[src/rtl/life_pkg.sv]
// Shared types, default rule masks and index helpers for the row-serial Life engine.
package life_pkg;

    localparam logic [8:0] LIFE_B3  = 9'b000001000;
    localparam logic [8:0] LIFE_S23 = 9'b000001100;

    typedef enum logic [1:0] {
        IDLE = 2'd0,
        RUN  = 2'd1,
        FIN  = 2'd2
    } life_state_t;

    // Single-step modulo wrap: idx is at most one position outside 0..size-1.
    function automatic int wrap_idx(input int idx, input int size);
        if (idx < 0) begin
            return idx + size;
        end else if (idx >= size) begin
            return idx - size;
        end else begin
            return idx;
        end
    endfunction

endpackage

[src/rtl/life_row_next.sv]
// Combinational next-state for one row from the rows above, at and below it.
module life_row_next
    import life_pkg::*;
#(
    parameter int WIDTH = 16
) (
    input  logic [WIDTH-1:0] row_above,
    input  logic [WIDTH-1:0] row_mid,
    input  logic [WIDTH-1:0] row_below,
    input  logic             above_valid,
    input  logic             below_valid,
    input  logic             wrap_mode,
    input  logic [8:0]       birth_mask,
    input  logic [8:0]       survive_mask,
    output logic [WIDTH-1:0] next_row
);

    logic [WIDTH-1:0] a_row;
    logic [WIDTH-1:0] b_row;

    assign a_row = above_valid ? row_above : '0;
    assign b_row = below_valid ? row_below : '0;

    for (genvar c = 0; c < WIDTH; c++) begin : g_col
        localparam int CL = wrap_idx(c - 1, WIDTH);
        localparam int CR = wrap_idx(c + 1, WIDTH);
        localparam bit HAS_L = (c > 0);
        localparam bit HAS_R = (c < WIDTH - 1);

        logic       l_ok;
        logic       r_ok;
        logic [7:0] nb;
        logic [3:0] cnt;

        // Wrapped columns are only real neighbours in toroidal mode.
        assign l_ok = wrap_mode | HAS_L;
        assign r_ok = wrap_mode | HAS_R;
        assign nb   = {a_row[CL] & l_ok, a_row[c], a_row[CR] & r_ok,
                       row_mid[CL] & l_ok, row_mid[CR] & r_ok,
                       b_row[CL] & l_ok, b_row[c], b_row[CR] & r_ok};
        assign cnt  = 4'($countones(nb));
        assign next_row[c] = row_mid[c] ? survive_mask[cnt] : birth_mask[cnt];
    end

endmodule

[src/rtl/life_row_engine.sv]
// One Life generation per start, computed one row per clock from a captured snapshot.
// Optional population output enabled by defining LIFE_POPCOUNT_EN.
//
// state | meaning
// IDLE  | waiting for start; busy=0
// RUN   | computing row `row` into the result buffer, one row per cycle
// FIN   | board_output/gen_count just updated, done=1 for this cycle
module life_row_engine
    import life_pkg::*;
#(
    parameter int WIDTH  = 16,
    parameter int HEIGHT = 16,
    parameter int CNT_W  = 16
) (
    input  logic                      clk,
    input  logic                      reset,
    input  logic                      start,
    input  logic                      wrap_mode,
    input  logic [8:0]                birth_mask,
    input  logic [8:0]                survive_mask,
    input  logic [WIDTH*HEIGHT-1:0]   board_input,
    output logic                      busy,
    output logic                      done,
    output logic [WIDTH*HEIGHT-1:0]   board_output,
    output logic [CNT_W-1:0]          gen_count
`ifdef LIFE_POPCOUNT_EN
    ,
    output logic [$clog2(WIDTH*HEIGHT+1)-1:0] population
`endif
);

    localparam int CELLS = WIDTH * HEIGHT;
    localparam int ROW_W = $clog2(HEIGHT);
    localparam int IDX_W = $clog2(CELLS);

    life_state_t        state;
    logic [ROW_W-1:0]   row;
    logic [CELLS-1:0]   snap_board;
    logic               snap_wrap;
    logic [8:0]         snap_birth;
    logic [8:0]         snap_survive;
    logic [CELLS-1:0]   result_buf;
    logic [CELLS-1:0]   result_next;
    logic [IDX_W-1:0]   above_base;
    logic [IDX_W-1:0]   mid_base;
    logic [IDX_W-1:0]   below_base;
    logic               first_row;
    logic               last_row;
    logic [WIDTH-1:0]   next_row;

`ifdef LIFE_POPCOUNT_EN
    localparam int POP_W = $clog2(CELLS + 1);
    logic [POP_W-1:0]   pop_acc;
`endif

    always_comb begin
        above_base  = IDX_W'(wrap_idx(int'(row) - 1, HEIGHT) * WIDTH);
        mid_base    = IDX_W'(int'(row) * WIDTH);
        below_base  = IDX_W'(wrap_idx(int'(row) + 1, HEIGHT) * WIDTH);
        first_row   = (row == '0);
        last_row    = (row == ROW_W'(HEIGHT - 1));
        result_next = result_buf;
        result_next[mid_base +: WIDTH] = next_row;
    end

    life_row_next #(
        .WIDTH(WIDTH)
    ) u_row_next (
        .row_above    (snap_board[above_base +: WIDTH]),
        .row_mid      (snap_board[mid_base +: WIDTH]),
        .row_below    (snap_board[below_base +: WIDTH]),
        .above_valid  (snap_wrap | ~first_row),
        .below_valid  (snap_wrap | ~last_row),
        .wrap_mode    (snap_wrap),
        .birth_mask   (snap_birth),
        .survive_mask (snap_survive),
        .next_row     (next_row)
    );

    // The final row is merged straight into board_output so done lines up with FIN.
    always_ff @(posedge clk) begin
        if (reset) begin
            state        <= IDLE;
            row          <= '0;
            snap_board   <= '0;
            snap_wrap    <= 1'b0;
            snap_birth   <= '0;
            snap_survive <= '0;
            result_buf   <= '0;
            busy         <= 1'b0;
            done         <= 1'b0;
            board_output <= '0;
            gen_count    <= '0;
`ifdef LIFE_POPCOUNT_EN
            pop_acc      <= '0;
            population   <= '0;
`endif
        end else begin
            done <= 1'b0;
            case (state)
                IDLE: begin
                    if (start) begin
                        snap_board   <= board_input;
                        snap_wrap    <= wrap_mode;
                        snap_birth   <= birth_mask;
                        snap_survive <= survive_mask;
                        row          <= '0;
                        busy         <= 1'b1;
                        state        <= RUN;
`ifdef LIFE_POPCOUNT_EN
                        pop_acc      <= '0;
`endif
                    end
                end
                RUN: begin
                    result_buf <= result_next;
                    row        <= row + 1'b1;
`ifdef LIFE_POPCOUNT_EN
                    pop_acc    <= pop_acc + POP_W'($countones(next_row));
`endif
                    if (last_row) begin
                        board_output <= result_next;
                        done         <= 1'b1;
                        gen_count    <= gen_count + 1'b1;
                        state        <= FIN;
`ifdef LIFE_POPCOUNT_EN
                        population   <= pop_acc + POP_W'($countones(next_row));
`endif
                    end
                end
                FIN: begin
                    busy  <= 1'b0;
                    state <= IDLE;
                end
                default: begin
                    busy  <= 1'b0;
                    state <= IDLE;
                end
            endcase
        end
    end

endmodule

[config.mk]
export PLATFORM = sky130hd
export DESIGN_NAME = life_row_engine
export DESIGN_NICKNAME = d
export VERILOG_FILES = /design/src/rtl/life_pkg.sv /design/src/rtl/life_row_next.sv /design/src/rtl/life_row_engine.sv
export SDC_FILE = /design/constraint.sdc
export NUM_CORES = 2
export LEC_CHECK = 0
export ABC_AREA = 1
export BUFFER_PORTS_ARGS = -buffer_cell sky130_fd_sc_hd__buf_2
export CAP_MARGIN = 20
export CORE_AREA = 2 2 344 346
export CTS_BUF_LIST = sky130_fd_sc_hd__clkbuf_8
export DETAILED_ROUTE_END_ITERATION = 16
export DIE_AREA = 0 0 346 348
export GPL_TIMING_DRIVEN = 0
export PLACE_DENSITY = 0.69
export SKIP_LAST_GASP = 1
export SYNTH_ARGS = -nofsm -noshare
export SYNTH_HDL_FRONTEND = slang
export SYNTH_SLANG_ARGS = --single-unit
[constraint.sdc]
create_clock -name clk -period 7.6 [get_ports clk]
set_clock_uncertainty 0.15 [all_clocks]
set_input_delay 0.76 -clock clk [delete_from_list [all_inputs] [get_ports clk]]
set_output_delay 0.76 -clock clk [all_outputs]
set_load 0.1 [all_outputs]
# Yosys cells after proc, flatten, opt, wreduce, memory -nomap -nowiden
# Index checks and enable logic that the tools add are counted.
[classes] n_reduce_logical=9 eq_ne=4 addsub=121 shifts=5 n_lt_le_gt_ge=20 mux=95 n_bitwise=11
[op_table] op="$shiftx 256x9->16" count=3
[op_table] op="$bwmux 256" count=1
[op_table] op="$shift 16x10->256 const A" count=1
[op_table] op="$shiftx 16x10->256" count=1
[op_table] op="$add 4x4->4" count=33
[op_table] op="$add 1x1->2" count=64
[op_table] op="$bmux 1 s4" count=32
[op_table] op="$lt 4x5->1 const B" count=16
[op_table] op="$mux 1" count=50
[op_table] op="$add 2x2->3" count=11
[op_table] op="$mux 16" count=2
[op_table] op="$mux 4" count=5
[op_table] op="$add 16x1->16 const B" count=1
[op_table] op="$add 3x3->4" count=4
[op_table] op="$add 4x1->4 const B" count=3
[op_table] op="$lt 5x1->1 const B" count=2
[op_table] op="$neg 8->10" count=1
[op_table] op="$reduce_and 2->1" count=5
[op_table] op="$pmux 4 s2" count=1
[op_table] op="$sub 4x1->4 const B" count=2
[op_table] op="$and 1x1->1" count=6
[op_table] op="$ge 5x6->1 const B" count=1
[op_table] op="$add 4x1->5 const B" count=1
[op_table] op="$ge 5x5->1 const B" count=1
[op_table] op="13 further kinds" count=18
[totals] ff_bits=811

# Depth between registers and ports, before layout
[depth] ltp_word=15 mapped_depth=38 ltp_nobuf=29

# Hierarchy
# From an unflattened synthesis, not the netlist that was laid out.
[hier_totals] cells_unflattened=7553 area_unflattened_um2=46834.9
[by_module_without_submodules] module="life_row_engine" cells_each=6490 area_each_um2=40587.7 instances=1 seq_area_each_um2=16235.6
[by_module_without_submodules] module="life_row_next" cells_each=1063 area_each_um2=6247.2 instances=1 seq_area_each_um2=0.0

# Worst setup path before layout
# No wires, ideal clock.
[synth_path] path_kind="register to register" startpoint="register row[0]" endpoint="register result_buf[238]" required_time_ps=7394 setup_slack_ps=1211 t_arrival_ps=6183 n_path_buf=9 period_less_slack_ps=6389 stages_incl_launch_ff=34 path_cell_list="dfxtp_1 -> buf_4 -> inv_2 -> buf_4 -> buf_2 -> buf_4 -> buf_2 -> ha_1 -> buf_2 -> inv_1 -> clkbuf_1 -> clkbuf_1 -> clkbuf_1 -> nand2_1 -> nand3_1 -> a31oi_1 -> fa_1 -> inv_1 -> fa_1 -> inv_1 -> fa_1 -> ha_1 -> fa_1 -> inv_1 -> nand3_1 -> o21ai_0 -> nand2_1 -> nand2_1 -> nand2_1 -> nor2_2 -> nand2_1 -> nand3_1 -> nand2_1 -> inv_1"
[synth_via] elab_chain_cells=15
[synth_rtl] element="start, declared" line_no="life_row_engine.sv:37" rtl="logic [ROW_W-1:0] row;"
[synth_rtl] element="start signal, assigned" line_no="life_row_engine.sv:117" rtl="row <= row + 1'b1;"
[synth_rtl] element="$sub 4x1->5 or $add 4x1->5 (tied branches)" line_no="life_row_engine.sv:57, life_row_engine.sv:59"
[synth_rtl] element="$ge 5x6->1, or another cell as far along" line_no="life_pkg.sv:17" rtl="end else if (idx >= size) begin"
[synth_rtl] element="$mux 4" line_no="life_pkg.sv:17"
[synth_rtl] element="$mux 4" line_no="life_pkg.sv:15" rtl="if (idx < 0) begin"
[synth_rtl] element="$shiftx 256x9->16, on equally long branches" line_no="life_row_engine.sv:69, life_row_engine.sv:71"
[synth_rtl] element="$mux 16, on equally long branches" line_no="life_row_next.sv:21, life_row_next.sv:22"
[synth_rtl] element="$and 1x1->1, on equally long branches" line_no="life_row_next.sv:38, life_row_next.sv:40"
[synth_rtl] element="$add 1x1->2 (not written as such)" line_no="life_row_next.sv:41" rtl="assign cnt = 4'($countones(nb));"
[synth_rtl] element="$add 4x4->4 (not written as such) or $add 2x2->3 (tied branches)" line_no="life_row_next.sv:41"
[synth_rtl] element="$add 4x4->4 (not written as such) or $add 3x3->4 (tied branches)" line_no="life_row_next.sv:41"
[synth_rtl] element="$bmux 1 s4" line_no="life_row_next.sv:42" rtl="assign next_row[c] = row_mid[c] ? survive_mask[cnt] : birth_mask[cnt];"
[synth_rtl] element="$mux 1 (not written as such)" line_no="life_row_next.sv:42"
[synth_rtl] element="$mux 1" line_no="life_row_next.sv:42"
[synth_rtl] element="$shiftx 16x10->256" line_no="life_row_engine.sv:63" rtl="result_next[mid_base +: WIDTH] = next_row;"
[synth_rtl] element="$bwmux 256 *" line_no="life_row_engine.sv:63"
[synth_rtl] element="end signal, assigned" line_no="life_row_engine.sv:116" rtl="result_buf <= result_next;"
[synth_rtl] element="end, declared" line_no="life_row_engine.sv:42" rtl="logic [CELLS-1:0] result_buf;"
# Mark *: on every way between the ends. The rest lies on a longest branch, timed or not. The select of a mux whose other input is x is not followed.
# A chain may end at the register's enable or synchronous reset.

# Worst setup path after layout
[layout_path] startpoint="register row[0]" endpoint="register board_output[25]"
[layout_via] elab_chain_cells=15
[layout_rtl] element="$sub 4x1->5 or $add 4x1->5 (tied branches)" line_no="life_row_engine.sv:57, life_row_engine.sv:59"
[layout_rtl] element="$ge 5x6->1, or another cell as far along" line_no="life_pkg.sv:17"
[layout_rtl] element="$mux 4" line_no="life_pkg.sv:17"
[layout_rtl] element="$mux 4" line_no="life_pkg.sv:15"
[layout_rtl] element="$shiftx 256x9->16, on equally long branches" line_no="life_row_engine.sv:69, life_row_engine.sv:71"
[layout_rtl] element="$mux 16, on equally long branches" line_no="life_row_next.sv:21, life_row_next.sv:22"
[layout_rtl] element="$and 1x1->1, on equally long branches" line_no="life_row_next.sv:38, life_row_next.sv:40"
[layout_rtl] element="$add 1x1->2 (not written as such)" line_no="life_row_next.sv:41"
[layout_rtl] element="$add 4x4->4 (not written as such) or $add 2x2->3 (tied branches)" line_no="life_row_next.sv:41"
[layout_rtl] element="$add 4x4->4 (not written as such) or $add 3x3->4 (tied branches)" line_no="life_row_next.sv:41"
[layout_rtl] element="$bmux 1 s4" line_no="life_row_next.sv:42"
[layout_rtl] element="$mux 1 (not written as such)" line_no="life_row_next.sv:42"
[layout_rtl] element="$mux 1" line_no="life_row_next.sv:42"
[layout_rtl] element="$shiftx 16x10->256" line_no="life_row_engine.sv:63"
[layout_rtl] element="$bwmux 256" line_no="life_row_engine.sv:63"
[layout_rtl] element="end signal, assigned" line_no="life_row_engine.sv:122" rtl="board_output <= result_next;"
[layout_rtl] element="end, declared" line_no="life_row_engine.sv:24" rtl="output logic [WIDTH*HEIGHT-1:0] board_output,"
# Several ways; a longest one is shown, not always the timed one. The select of a mux whose other input is x is not followed.

==> key figures <==
Final layout
  – Area delta synth->final: 20.2%
  – Post-Layout Cell Count: 9850
  – Layout cells sized above 1: 13.3%
  – Core Util, Final: roughly 48%
  – Nets: just under 9000

Timing
  – Fin. max-slew vios: 0
  – Slew headroom: 14.9%
  – Fmax: 131 MHz
  – Fin crit share: 100%
  – Final WS setup: -0.0168 ns
  – Final Hold Viols: 0
  – Endpoints failing setup: 2
  – Unrepaired setup endpoints after global routing: false
  – Worst slew pin tran: 1.28 ns
  – Min Tclk post-route: 7.62 ns

Floorplanning
  – Chip width: 346 µm
  – Initial core utilization: 39.7%
  – Die area: 120000 µm²
  – Core area: roughly 120000 µm²
  – Die H: 348 µm
  – IO Count: 552
  – Std cell rows: 126

Synth
  – Cell variety after synth: 47
  – Most used flip-flop cell after synthesis: dfxtp_1
  – Post-synth EDFFs: 0
  – Ys async rst share: 0%
  – Register area share after synthesis: 35.0%
  – Area leader, netlist: dfxtp_1
  – Cell with the most instances after synthesis: nand2_1
  – Commonest cells in the synthesized netlist: 1666 x nand2_1, 1180 x nor2_1, 882 x inv_1
  – Post-synthesis mux area share: 0.517%
  – Mapped Cells: 7385
  – YS warnings: 0
  – Dominant cells by area after synthesis: dfxtp_1 35%, nand2_1 13%, nor2_1 9.5%
  – Synth top area share: 35.0%
  – Synthesized area per cell: between 6 and 7 µm²
  – Post-Synthesis Net Count: 7818
  – Mapped Area: about 46000 µm²
  – Synth Area in Simple Gates: between 30 and 40%
  – Complex-gate fraction of the synthesized area: 13.2%
  – Synth Register Bits: 811
  – Xor/xnor share of the synthesized area: 0.202%
  – Synth Area in Adders: approximately 5.2%
  – Largest family of logic cells by synthesized area: simple AND/OR/NAND/NOR gates

Placement
  – Placer congestion estimate: 1.06
  – Dpl cells: 9477
  – Placed wire-length estimate: 175000 µm
  – I/O Buffers: 550

Run status
  – Failing checks: negative setup slack
  – Status: finished with violations

Worst setup path
  – Most numerous cell on the critical path: nand2_1
  – CP Max Fanout: 10
  – WP data required: a little over 8 ns
  – Max incr delay on CP: about 0.49 ns
  – CP Launch Type: flop
  – Critical Path Slowest Stage Cell: fa_1
  – Critical path class: reg -> reg
  – Crit end category: flop
  – WP data arrival: around 8.3 ns

CTS
  – Clock sink count: 811
  – Max Buffers Root-to-Sink: 3
  – Clock tree root buffer cell: clkbuf_8
  – CTS H-Tree Depth: 4
  – Clock transition at the registers of the reported paths: 0.06 ns
  – CTS Buf Count: 140
  – CTS tree: built
  – Clock latency on the worst-skew pair: roughly 0.88 ns

Global routing
  – Initial antenna violation count: 9
  – Total Routing Usage GR: 36.3%
  – Vias in the first global route: approximately 50000
  – GRT overflow: 0
  – Largest net degree at the start of global routing: 21
  – First-pass GRT wire length: about 320000 µm

Detailed routing
  – DRT antenna net count: 0
  – Via count: 54300
  – Total Wirelength: 227000 µm
  – # DRC: 0
  – Pre-antenna DRT Iters: 8
  – WL/cell: 23.0 µm
  – Vias per cell: 5.51
  – DRT iter0 DRCs: slightly above 7000

Power and ir drop
  – Switching power total: between 8 and 9 mW
  – Clk pwr share: 24.1%
  – Maximum VDD drop: about 0.29 mV
  – Sequential Power Share: 26.7%
  – Cell area power density: 313 nW/µm²
  – Power, Total: 17.5 mW
  – Static Leak: approximately 28 nW
  – Int Pwr: around 8.9 mW
  – Sw frac: about half
  – Comb power frac: 49.2%

Worst hold path
  – Hold Path Class: in -> reg

Run
  – Number of max-cap violations: 0
## worst max-delay path, delay by kind of cell, from the launching register on
family | cells | cell delay [ns]
buf+inv | 10 | 2.31
fa+ha+maj | 5 | 1.86
compound gates | 4 | 1.06
simple gates | 11 | 1.68
flops | 1 | 0.42
## sequential cells by signal, summed over array words and instances, names as in the netlist
name,count
snap_birth,9
done,1
row,4
gen_count,16
board_output,256
snap_wrap,1
busy,1
result_buf,256
state,2
snap_board,256
snap_survive,9
## final cells by class
class / instances / area (µm²)
clock buffers: 174 / 2390
repair buffers: 688 / 4130
clock inverters: 68 / 489
flip-flops and latches: 811 / 16200
fillers: 12100 / 61200
plain buffers: 498 / 2200
well taps: 1536 / 1920
multi-input cells: 5160 / 25000
inverters: 911 / 3430
diodes: 4 / 10.0
## final timing paths
path | startpoint | to | slack [ns] | depth (start not counted)
worst max-delay path | row[0] | board_output[25] | -0.02 | 30
worst min-delay path | survive_mask[0] | snap_survive[0] | 0.02 | 3
worst max register to register | row[0] | board_output[25] | -0.02 | 30
worst min register to register | snap_board[122] | snap_board[122] | 0.32 | 2
## placed cells by master (no fill, tap or decap), types with 11 or more instances in the layout
cell / count
or2_2: 50
nor3_2: 14
clkbuf_1: 300
nor2_1: 1175
inv_2: 13
mux2i_1: 18
clkbuf_4: 11
nand4_1: 111
o21ai_0: 722
a21oi_1: 304
clkinv_1: 14
clkbuf_2: 14
buf_2: 679
nand2_1: 1641
nor2_4: 13
buf_1: 21
buf_4: 28
clkbuf_8: 174
o211ai_1: 58
ha_1: 92
nand2_2: 18
dlygate4sd3_1: 126
nand3_1: 731
nor2_2: 12
inv_1: 916
clkinv_2: 14
dfxtp_1: 811
o21ai_1: 38
fa_1: 62
## metrics by stage
step | setup TNS, ns | worst slack (ns) | area [µm²] | hold WS, ns
global route | 0 | 0.00333 | 55800 | 0.0420
finish | -0.0180 | -0.0168 | 55800 | 0.0209
floorplan | 0 | 1.21 | 46400 | 0.274
detailed placement | -686.73 | -2.12 | 51200 | 0.307
global placement | -655.42 | -2.08 | 51100 | 0.302
CTS | 0 | 0.00562 | 55600 | 0.0000558
## repair_timing
| item | in CTS | in global routing |
|---|---|---|
| hold buffers | 126 | 0 |
| gates resized for setup | 94 | 71 |
| setup endpoints to repair | 512 | 375 |
| hold endpoints to repair | 126 | 0 |
| setup buffers | 4 | 2 |
| pin swaps | 1 | 6 |
## power by group through the flow
stage          logic (mW)  clock network (mW)  registers (mW)
4_1_cts              8.02                4.23            4.64
5_1_grt              9.10                4.42            4.67
3_3_place_gp         7.66                   0            4.73
6_report             8.59                4.22            4.66
2_1_floorplan        4.79                   0            4.68
3_5_place_dp         7.81                   0            4.73
## metal layers
| layer | vias to the layer above | GRT usage, % | wire length, µm |
|---|---|---|---|
| met2 | 3374 | 53.1 | 93200 |
| met4 | 4 | 23.2 | 16200 |
| li1 | 25000 | - | - |
| met3 | 727 | 10.6 | 28200 |
| met5 | - | 0 | 31 |
| met1 | 25100 | 46.6 | 89200 |
## cells by family (layout without fill, tap and decap cells)
family                   Yosys count  count (layout)
XOR/XNOR                           9               9
AO/OA/AOI/OAI                   1175            1175
buffers and inverters           1414            2339
flip-flops                       811             811
adder cells (fa/ha/maj)          155             155
multiplexers                      24              24
AND/OR/NAND/NOR                 3797            3797
other                              0               4
No activity file was read; power rests on OpenSTA's default activity.
